<file path="src/rtl/opwb_writeback.sv">
// rtl/opwb_writeback.sv - writeback stage: selects W[opcode], drives the register-file write port,
// sequences the two-write SWAP, keeps zero/carry flags, halts on TRAP and counts retired bundles.
module opwb_writeback #(
   parameter int DATA_W  = 20,
   parameter int NUM_OPS = 32,
   parameter int REG_AW  = 4,
   parameter int CNT_W   = 16
) (
   input  logic                      clk,
   input  logic                      rst_n,
   input  logic                      in_valid,
   output logic                      in_ready,
   input  logic [4:0]                opcode,
   input  logic [NUM_OPS*DATA_W-1:0] w_bus,
   input  logic [DATA_W-1:0]         swap_b,
   input  logic                      inc_carry,
   input  logic [REG_AW-1:0]         dest_a,
   input  logic [REG_AW-1:0]         dest_b,
   output logic                      rf_we,
   output logic [REG_AW-1:0]         rf_waddr,
   output logic [DATA_W-1:0]         rf_wdata,
   output logic                      flag_z,
   output logic                      flag_c,
   output logic                      illegal,
   output logic                      halted,
   output logic [CNT_W-1:0]          retire_cnt
);

   typedef enum logic [2:0] {S_IDLE, S_ACT, S_SWAP1, S_SWAP2, S_HALT} state_t;
   typedef enum logic [2:0] {C_TRAP, C_NOWR, C_SINGLE, C_SWAP, C_ILL} op_class_t;

   state_t              state, state_n;
   op_class_t           op_class;
   logic                accept;
   logic [DATA_W-1:0]   w_slot [NUM_OPS];
   logic [DATA_W-1:0]   swap_b_q, swb_n;
   logic [REG_AW-1:0]   dest_b_q, dstb_n;
   logic                ready_n, we_n, z_n, c_n, ill_n, halt_n;
   logic [REG_AW-1:0]   waddr_n;
   logic [DATA_W-1:0]   wdata_n;
   logic [CNT_W-1:0]    cnt_n;

   for (genvar k = 0; k < NUM_OPS; k++) begin : g_slot
      assign w_slot[k] = w_bus[k*DATA_W +: DATA_W];
   end

   assign accept = in_valid & in_ready;

   always_comb begin
      op_class = C_ILL;
      case (opcode)
         5'd0:                 op_class = C_TRAP;
         5'd1, 5'd2:           op_class = C_NOWR;
         5'd16:                op_class = C_SWAP;
         5'd8, 5'd9, 5'd10, 5'd11, 5'd12, 5'd13, 5'd14, 5'd15, 5'd17:
                               op_class = C_SINGLE;
         default:              op_class = C_ILL;
      endcase
   end

   always_ff @(posedge clk or negedge rst_n) begin
      if (!rst_n) state <= S_IDLE;
      else        state <= state_n;
   end

   always_comb begin
      state_n = state;
      we_n    = 1'b0;
      waddr_n = rf_waddr;
      wdata_n = rf_wdata;
      z_n     = flag_z;
      c_n     = flag_c;
      ill_n   = 1'b0;
      halt_n  = halted;
      cnt_n   = retire_cnt;
      dstb_n  = dest_b_q;
      swb_n   = swap_b_q;
      case (state)
         S_SWAP1: begin
            state_n = S_SWAP2;
            we_n    = 1'b1;
            waddr_n = dest_b_q;
            wdata_n = swap_b_q;
            z_n     = (swap_b_q == '0);
         end
         S_HALT: begin
         end
         default: begin
            if (accept) begin
               cnt_n = retire_cnt + CNT_W'(1);
               case (op_class)
                  C_SWAP: begin
                     state_n = S_SWAP1;
                     we_n    = 1'b1;
                     waddr_n = dest_a;
                     wdata_n = w_slot[16];
                     z_n     = (w_slot[16] == '0);
                     dstb_n  = dest_b;
                     swb_n   = swap_b;
                  end
                  C_TRAP: begin
                     state_n = S_HALT;
                     halt_n  = 1'b1;
                  end
                  C_SINGLE: begin
                     state_n = S_ACT;
                     we_n    = 1'b1;
                     waddr_n = dest_a;
                     wdata_n = w_slot[opcode];
                     z_n     = (w_slot[opcode] == '0);
                     if (opcode == 5'd17) c_n = inc_carry;
                  end
                  C_ILL: begin
                     state_n = S_ACT;
                     ill_n   = 1'b1;
                  end
                  default: state_n = S_ACT;
               endcase
            end else begin
               state_n = S_IDLE;
            end
         end
      endcase
      // ready is registered, so it is derived from where the FSM is going
      ready_n = (state_n != S_SWAP1) && (state_n != S_HALT);
   end

   always_ff @(posedge clk or negedge rst_n) begin
      if (!rst_n) begin
         in_ready   <= 1'b0;
         rf_we      <= 1'b0;
         rf_waddr   <= '0;
         rf_wdata   <= '0;
         flag_z     <= 1'b0;
         flag_c     <= 1'b0;
         illegal    <= 1'b0;
         halted     <= 1'b0;
         retire_cnt <= '0;
         dest_b_q   <= '0;
         swap_b_q   <= '0;
      end else begin
         in_ready   <= ready_n;
         rf_we      <= we_n;
         rf_waddr   <= waddr_n;
         rf_wdata   <= wdata_n;
         flag_z     <= z_n;
         flag_c     <= c_n;
         illegal    <= ill_n;
         halted     <= halt_n;
         retire_cnt <= cnt_n;
         dest_b_q   <= dstb_n;
         swap_b_q   <= swb_n;
      end
   end

endmodule

</file>
<file path="config.mk">
export PLATFORM = sky130hd
export DESIGN_NAME = opwb_writeback
export DESIGN_NICKNAME = d
export VERILOG_FILES = /design/src/rtl/opwb_writeback.sv
export SDC_FILE = /design/constraint.sdc
export NUM_CORES = 1
export LEC_CHECK = 0
export BUFFER_PORTS_ARGS = -buffer_cell sky130_fd_sc_hd__buf_2
export CAP_MARGIN = 40
export CORE_AREA = 2 2 280 282
export DETAILED_ROUTE_END_ITERATION = 7
export DIE_AREA = 0 0 282 284
export PLACE_DENSITY = 0.36
export SLEW_MARGIN = 20
export SYNTH_ARGS = -nofsm -noshare
export SYNTH_HDL_FRONTEND = slang
export SYNTH_SLANG_ARGS = --single-unit
</file>
<file path="constraint.sdc">
create_clock -name clk -period 2.1 [get_ports clk]
set_clock_uncertainty 0.2 [all_clocks]
set_input_delay 0.105 -clock clk [delete_from_list [all_inputs] [get_ports clk]]
set_output_delay 0.105 -clock clk [all_outputs]
set_load 0.01 [all_outputs]
</file>
# Yosys cells after proc, flatten, opt, wreduce, memory -nomap -nowiden
# Memory sizes are Yosys's and may differ from the RTL's.
# Cells that the tools add are included.
# W data, S select, Z words.
[classes]
n_addsub = 1
mul = 0
div = 0
magnitude_cmp = 1
eq_ne = 8
shifts = 0
muxes = 21
bitwise = 4
n_reduce_logical = 16
[ops]
columns = ["operator", "count"]
rows = [
  ["$bmux W20 S5", 1],
  ["$pmux W20 S2", 2],
  ["$logic_not A20 Y1", 3],
  ["$mux W20", 3],
  ["$add A16 B1 Y16 const B", 1],
  ["$pmux W3 S2", 2],
  ["$reduce_and A3 Y1", 4],
  ["$eq A3 B2 Y1 const B", 3],
  ["$mux W4", 2],
  ["$pmux W4 S2", 1],
  ["$eq A3 B3 Y1 const B", 2],
  ["$ge A6 B6 Y1 const B", 1],
  ["$mux W1", 6],
  ["$not A5 Y6", 1],
  ["$pmux W1 S2", 3],
  ["$eq A5 B5 Y1 const B", 1],
  ["$reduce_and A4 Y1", 1],
  ["$reduce_bool A2 Y1", 2],
  ["$reduce_or A2 Y1", 2],
  ["$logic_not A3 Y1", 1],
  ["$mux W3", 1],
  ["$ne A3 B2 Y1 const B", 1],
  ["$ne A3 B3 Y1 const B", 1],
  ["$reduce_bool A3 Y1", 1],
  ["other kinds (4)", 5],
]
[totals]
regBits = 73
latchBits = 0
ram_bits = 0
rom_bits = 96
inputBits = 677
output_inout_bits = 46
wordCells = 64
memories = 1
[memory_table]
columns = ["name", "words", "word_bits", "read_ports", "rd_clocked_by_memory_dff", "write_ports", "line", "text"]
rows = [
  ["(name not given)", 32, 3, 1, 0, 0, "51", "case (opcode)"],
]

# Depth between registers and ports, before layout
[logic_depth]
depth_word = 8
depth_mapped = 14
mapped_depth_nobuf = 9

# Worst setup path after synthesis
# OpenSTA, ideal clock, no wires.
[synth_path]
path_type = "input-to-reg"
start = "in opcode[1]"
end = "reg swap_b_q[10]"
setup_time_ps = 125
arrival_time_ps = 2214
required_ps = 1775
slack_ps = -439
cell_stages = 10
n_path_buf = 4
path_cell_list = "buf_2 > buf_2 > buf_2 > inv_1 > ha_1 > mux2_2 > nand2_1 > nor2_1 > buf_2 > mux2_2"
[synth_between]
elab_chain_cells = 3
[synth_rtl]
columns = ["item", "line", "text"]
rows = [
  ["start, declared", "13", "input logic [4:0] opcode,"],
  ["$mem_v2 Z32 W3", "-", ""],
  ["$eq A3 B2 Y1", "91", "case (op_class)"],
  ["$reduce_and A3 Y1 (no line)", "-", ""],
  ["end signal, assigned", "152", "swap_b_q <= swb_n;"],
  ["end, declared", "36", "logic [DATA_W-1:0] swap_b_q, swb_n;"],
]
# No other way between the ends.
# A chain may end at the register's enable or synchronous reset.

# Worst setup path after layout
[layout_path]
start = "in opcode[0]"
end = "reg rf_wdata[11]"
[layout_between]
elab_chain_cells = 7
elab_cells_between_ends = 12
classes_between = "2 x eq/ne; 6 x mux; 1 x bitwise; 2 x reduce/logical; 1 x memory"
[layout_rtl]
columns = ["item", "line", "text"]
rows = [
  ["$not A5 Y6 (implied by the code)", "109", "wdata_n = w_slot[opcode];"],
  ["$bmux W20 S5", "109", ""],
  ["$mux W20 (implied by the code) (2 in a row)", "109", ""],
  ["$pmux W20 S2", "91", ""],
  ["$mux W20", "89", "if (accept) begin"],
  ["$pmux W20 S2", "78", "case (state)"],
  ["end signal, assigned", "145", "rf_wdata <= wdata_n;"],
  ["end, declared", "21", "output logic [DATA_W-1:0] rf_wdata,"],
]
# Parallel ways exist; a longest one is shown, timed or not. The select of a mux whose other input is x is not followed.

==> flow_summary.yaml <==
sta:
  fin_crit_sh_pct: 106
  maxSlewHeadroom_pct: 63.6
  period_needed_ns: 2.23
  worstMarginPinSlew_ns: 0.541
  finalHoldViolations: 0
  setup-violations-final: 13
  drv_slew: 0
  rsz0062_at_grt: "yes"
  worst_slack_ns: -0.135
  tns_ns: -0.582
  fmax_ghz: 0.447
synthesis:
  synth_fa_ha_area_share_pct: 0.593
  synth_cells: 739
  synth_top_family_by_area: "multiplexers"
  synth_seq_cells: 73
  synth_area_leaders: "mux4_2 (36%), dfrtp_1 (22%), mux2i_1 (6.5%)"
  seq_area_frac_synth_pct: 21.7
  synth_mux_area_share_pct: 47.1
  synth_xor_area_share_pct: 1.66
  synth_area_um2: 8440
  async_reset_ff_share_pct: 100
  synth_area_per_cell_um2: 11.4
  ys.warnings.count: 0
  synth_top_area_share_pct: 36.3
  synth-simple-area-share_pct: 8.72
  synth_edf_count: 0
  synth_nets: 1420
  synth_cell_types: 57
  synth_ff_type: "dfrtp_1"
  synth_compound_area_share_pct: 14.5
  synth_top_cell_by_area: "mux4_2"
power:
  p_per_area_nw_per_um2: 497
  p_leak_nw: 7.79
  ir_drop_v: 0.000329
critical_path:
  worstPathArrival_ns: 2.28
  worstSetupStartpoint: "opcode[0]"
  worstSetupStartpointType: "input port"
  crit_fanout: 8
  path_cells: "buf_16 > buf_12 > buf_12 > buf_8 > mux4_2 > a22o_4 > a211oi_2 > a21oi_2 > mux2i_1 > a211oi_1 > a21o_1"
  path_class: "input port to flop"
  worst_path_max_delay_cell: "mux4_2"
  cp_num_buf_inv: 4
  cp_data_required_time_ns: 2.15
  cp_common_cell: "buf_12"
  crit_family: "compound AO/OA/AOI/OAI gates"
  timing.rr.start: "state[0]$_DFF_PN0_"
  max_stage_delay_ns: 0.53
  worstSetupEndpointType: "flop"
job:
  max_cap_viol_count: 0
floorplan:
  start_util_pct: 11.0
  dieArea_um2: 80100
  io_pins: 723
  die_h_um: 284
  die_x_um: 282
  coreArea_um2: 77000
  floorplan.rows: 102
final_layout:
  utilization_pct: 21.9
  fin_cells: 2726
  num-fill-cells: 8598
  nets: 2333
  area_growth_pct: 99.9
  drive_above_1_share_pct: 74.8
cts:
  cts_tree: "done"
  clk_path_buf_depth: 2
  cts.sinks: 73
  h-tree-depth: 3
  cts_buffers: 9
  clk_pin_slew_ns: 0.07
  clk_latency_ns: 0.35
  root_buffer: "clkbuf_16"
grt:
  grt_max_degree: 42
  grt_pass1_vias: 12045
  antenna_found_initial: 56
  grt_pass1_wl_um: 104000
  track_usage_pct: 19.4
  grt-ovfl-total: 0
status:
  violations: "setup timing"
  status: "finished, violations left"
routing:
  drt_wl_total_um: 79800
  antenna_left: 0
  firstDrtPassIters: 5
  wire_per_inst_um: 29.3
  vias_per_cell: 4.04
  drc: 0
  vias: 11009
  drtIter0Drc: 586
hold_path:
  hp-class: "input port to flop"
  min_from: "w_bus[320]"
placement:
  place.port_buffers: 710
  gp_congestion: 0.919
  place_inst: 2617
  dp_hpwl_um: 70700
## placed cells by master, fill, tap and decap left out, types with 8 or more instances in the layout
master | netlist | routed
a22oi_2 | 0 | 11
diode_2 | 0 | 29
buf_2 | 23 | 707
nand3_1 | 14 | 9
o211ai_1 | 19 | 19
dlygate4sd3_1 | 0 | 33
mux2_4 | 0 | 24
nor2_1 | 21 | 19
nand2_1 | 84 | 71
buf_8 | 1 | 8
dfrtp_1 | 73 | 73
mux2_2 | 31 | 8
buf_6 | 10 | 21
buf_4 | 6 | 166
o22ai_1 | 18 | 12
o21ai_1 | 4 | 29
clkbuf_16 | 0 | 10
mux2i_1 | 55 | 48
o21ai_0 | 44 | 11
xnor2_1 | 12 | 10
buf_12 | 2 | 34
mux4_2 | 136 | 136
## synth_stat cells, types with 5 or more instances
library cell,count
mux4_2,136
nand2_1,84
dfrtp_1,73
mux2i_1,55
o21ai_0,44
clkbuf_1,31
mux2_2,31
buf_2,23
nor2_1,21
o211ai_1,19
o22ai_1,18
a22oi_1,17
nand3_1,14
a21oi_1,13
a211oi_1,12
xnor2_1,12
nor4_1,11
buf_6,10
o221ai_1,10
a22o_1,8
inv_1,8
nor3_1,7
buf_4,6
a221oi_1,5
nand4_1,5
## worst paths after layout
| check | to | slack (ns) | cells after the start |
|---|---|---|---|
| max | rf_wdata[11]$_DFFE_PN0P_ | -0.13 | 11 |
| min | rf_wdata[0]$_DFFE_PN0P_ | 0.06 | 5 |
| max reg2reg | flag_z$_DFFE_PN0P_ | 0 | 7 |
| min reg2reg | halted$_DFFE_PN0P_ | 0.27 | 1 |
| max in group asynchronous | rf_wdata[2]$_DFFE_PN0P_ | 1.01 | 3 |
| min in group asynchronous | rf_waddr[0]$_DFFE_PN0P_ | 0.07 | 2 |
## report_power, final
part | switching, mW | internal [mW] | total (mW) | leakage [nW]
Combinational | 2.12 | 2.35 | 4.47 | 6.71
Sequential | 0.440 | 1.84 | 2.28 | 0.933
Clock | 0.672 | 0.957 | 1.63 | 0.147
## final cells by class
type                       instances  area (µm²)  share of cell area, %
clock buffer                      12         246                   1.46
tap                             1040        1300                   7.72
inverter                           9        36.3                  0.215
clock inverter                     4        52.6                  0.312
antenna                           29        72.6                  0.430
multi-input combinational        582        6950                   41.2
timing repair buffer             977        6370                   37.8
sequential                        73        1830                   10.8
## worst min-delay path, delay by kind of cell
family	cells	cell delay, ns
simple gates	1	0.07
buf+inv	1	0.16
compound gates	3	0.24
## metal layers
layer	share of wire [%]	track usage, %	vias up
li1	-	-	4898
met1	41	24.2	5439
met2	49	32.8	555
met3	7.4	4.25	103
met4	2.6	6.30	14
met5	0.12	0	-
## registers in the layout, summed over array words and instances, names as in the netlist
register / cells
rf_wdata: 20
swap_b_q: 20
retire_cnt: 16
dest_b_q: 4
rf_waddr: 4
state: 3
flag_c: 1
flag_z: 1
halted: 1
illegal: 1
in_ready: 1
rf_we: 1
## cells by family (layout without fill, tap and decap cells)
group / after synthesis / after routing
other: 0 / 29
buffers and inverters: 84 / 1002
DFF: 73 / 73
AOI/OAI and AO/OA: 177 / 177
muxes: 223 / 223
adders and majority gates: 4 / 4
and+or+nand+nor: 162 / 162
xor gates and xnor gates: 16 / 16
## stage by stage
stage                     cell area [µm²]  total power, mW  hold slack, ns  setup slack [ns]
final                               16900             8.38          0.0599            -0.135
after global routing                16800             8.89          0.0861            -0.171
after CTS                           16300             8.36          0.0364           -0.0989
after detailed placement            14900             6.33         -0.0967             -1.02
after global placement              14900             6.32          -0.100             -1.04
after floorplan                      8600             3.83          -0.391           -0.0365
## repair_timing
action | in CTS | in global routing
hold buffers | 33 | 0
pin swaps | 35 | 37
setup buffers | 23 | 15
endpoints found under the hold margin | 105 | 0
resized for setup | 138 | 77
endpoints found under the setup margin | 29 | 53
gates cloned | 3 | 1
Power figures use the tool's default switching activity.
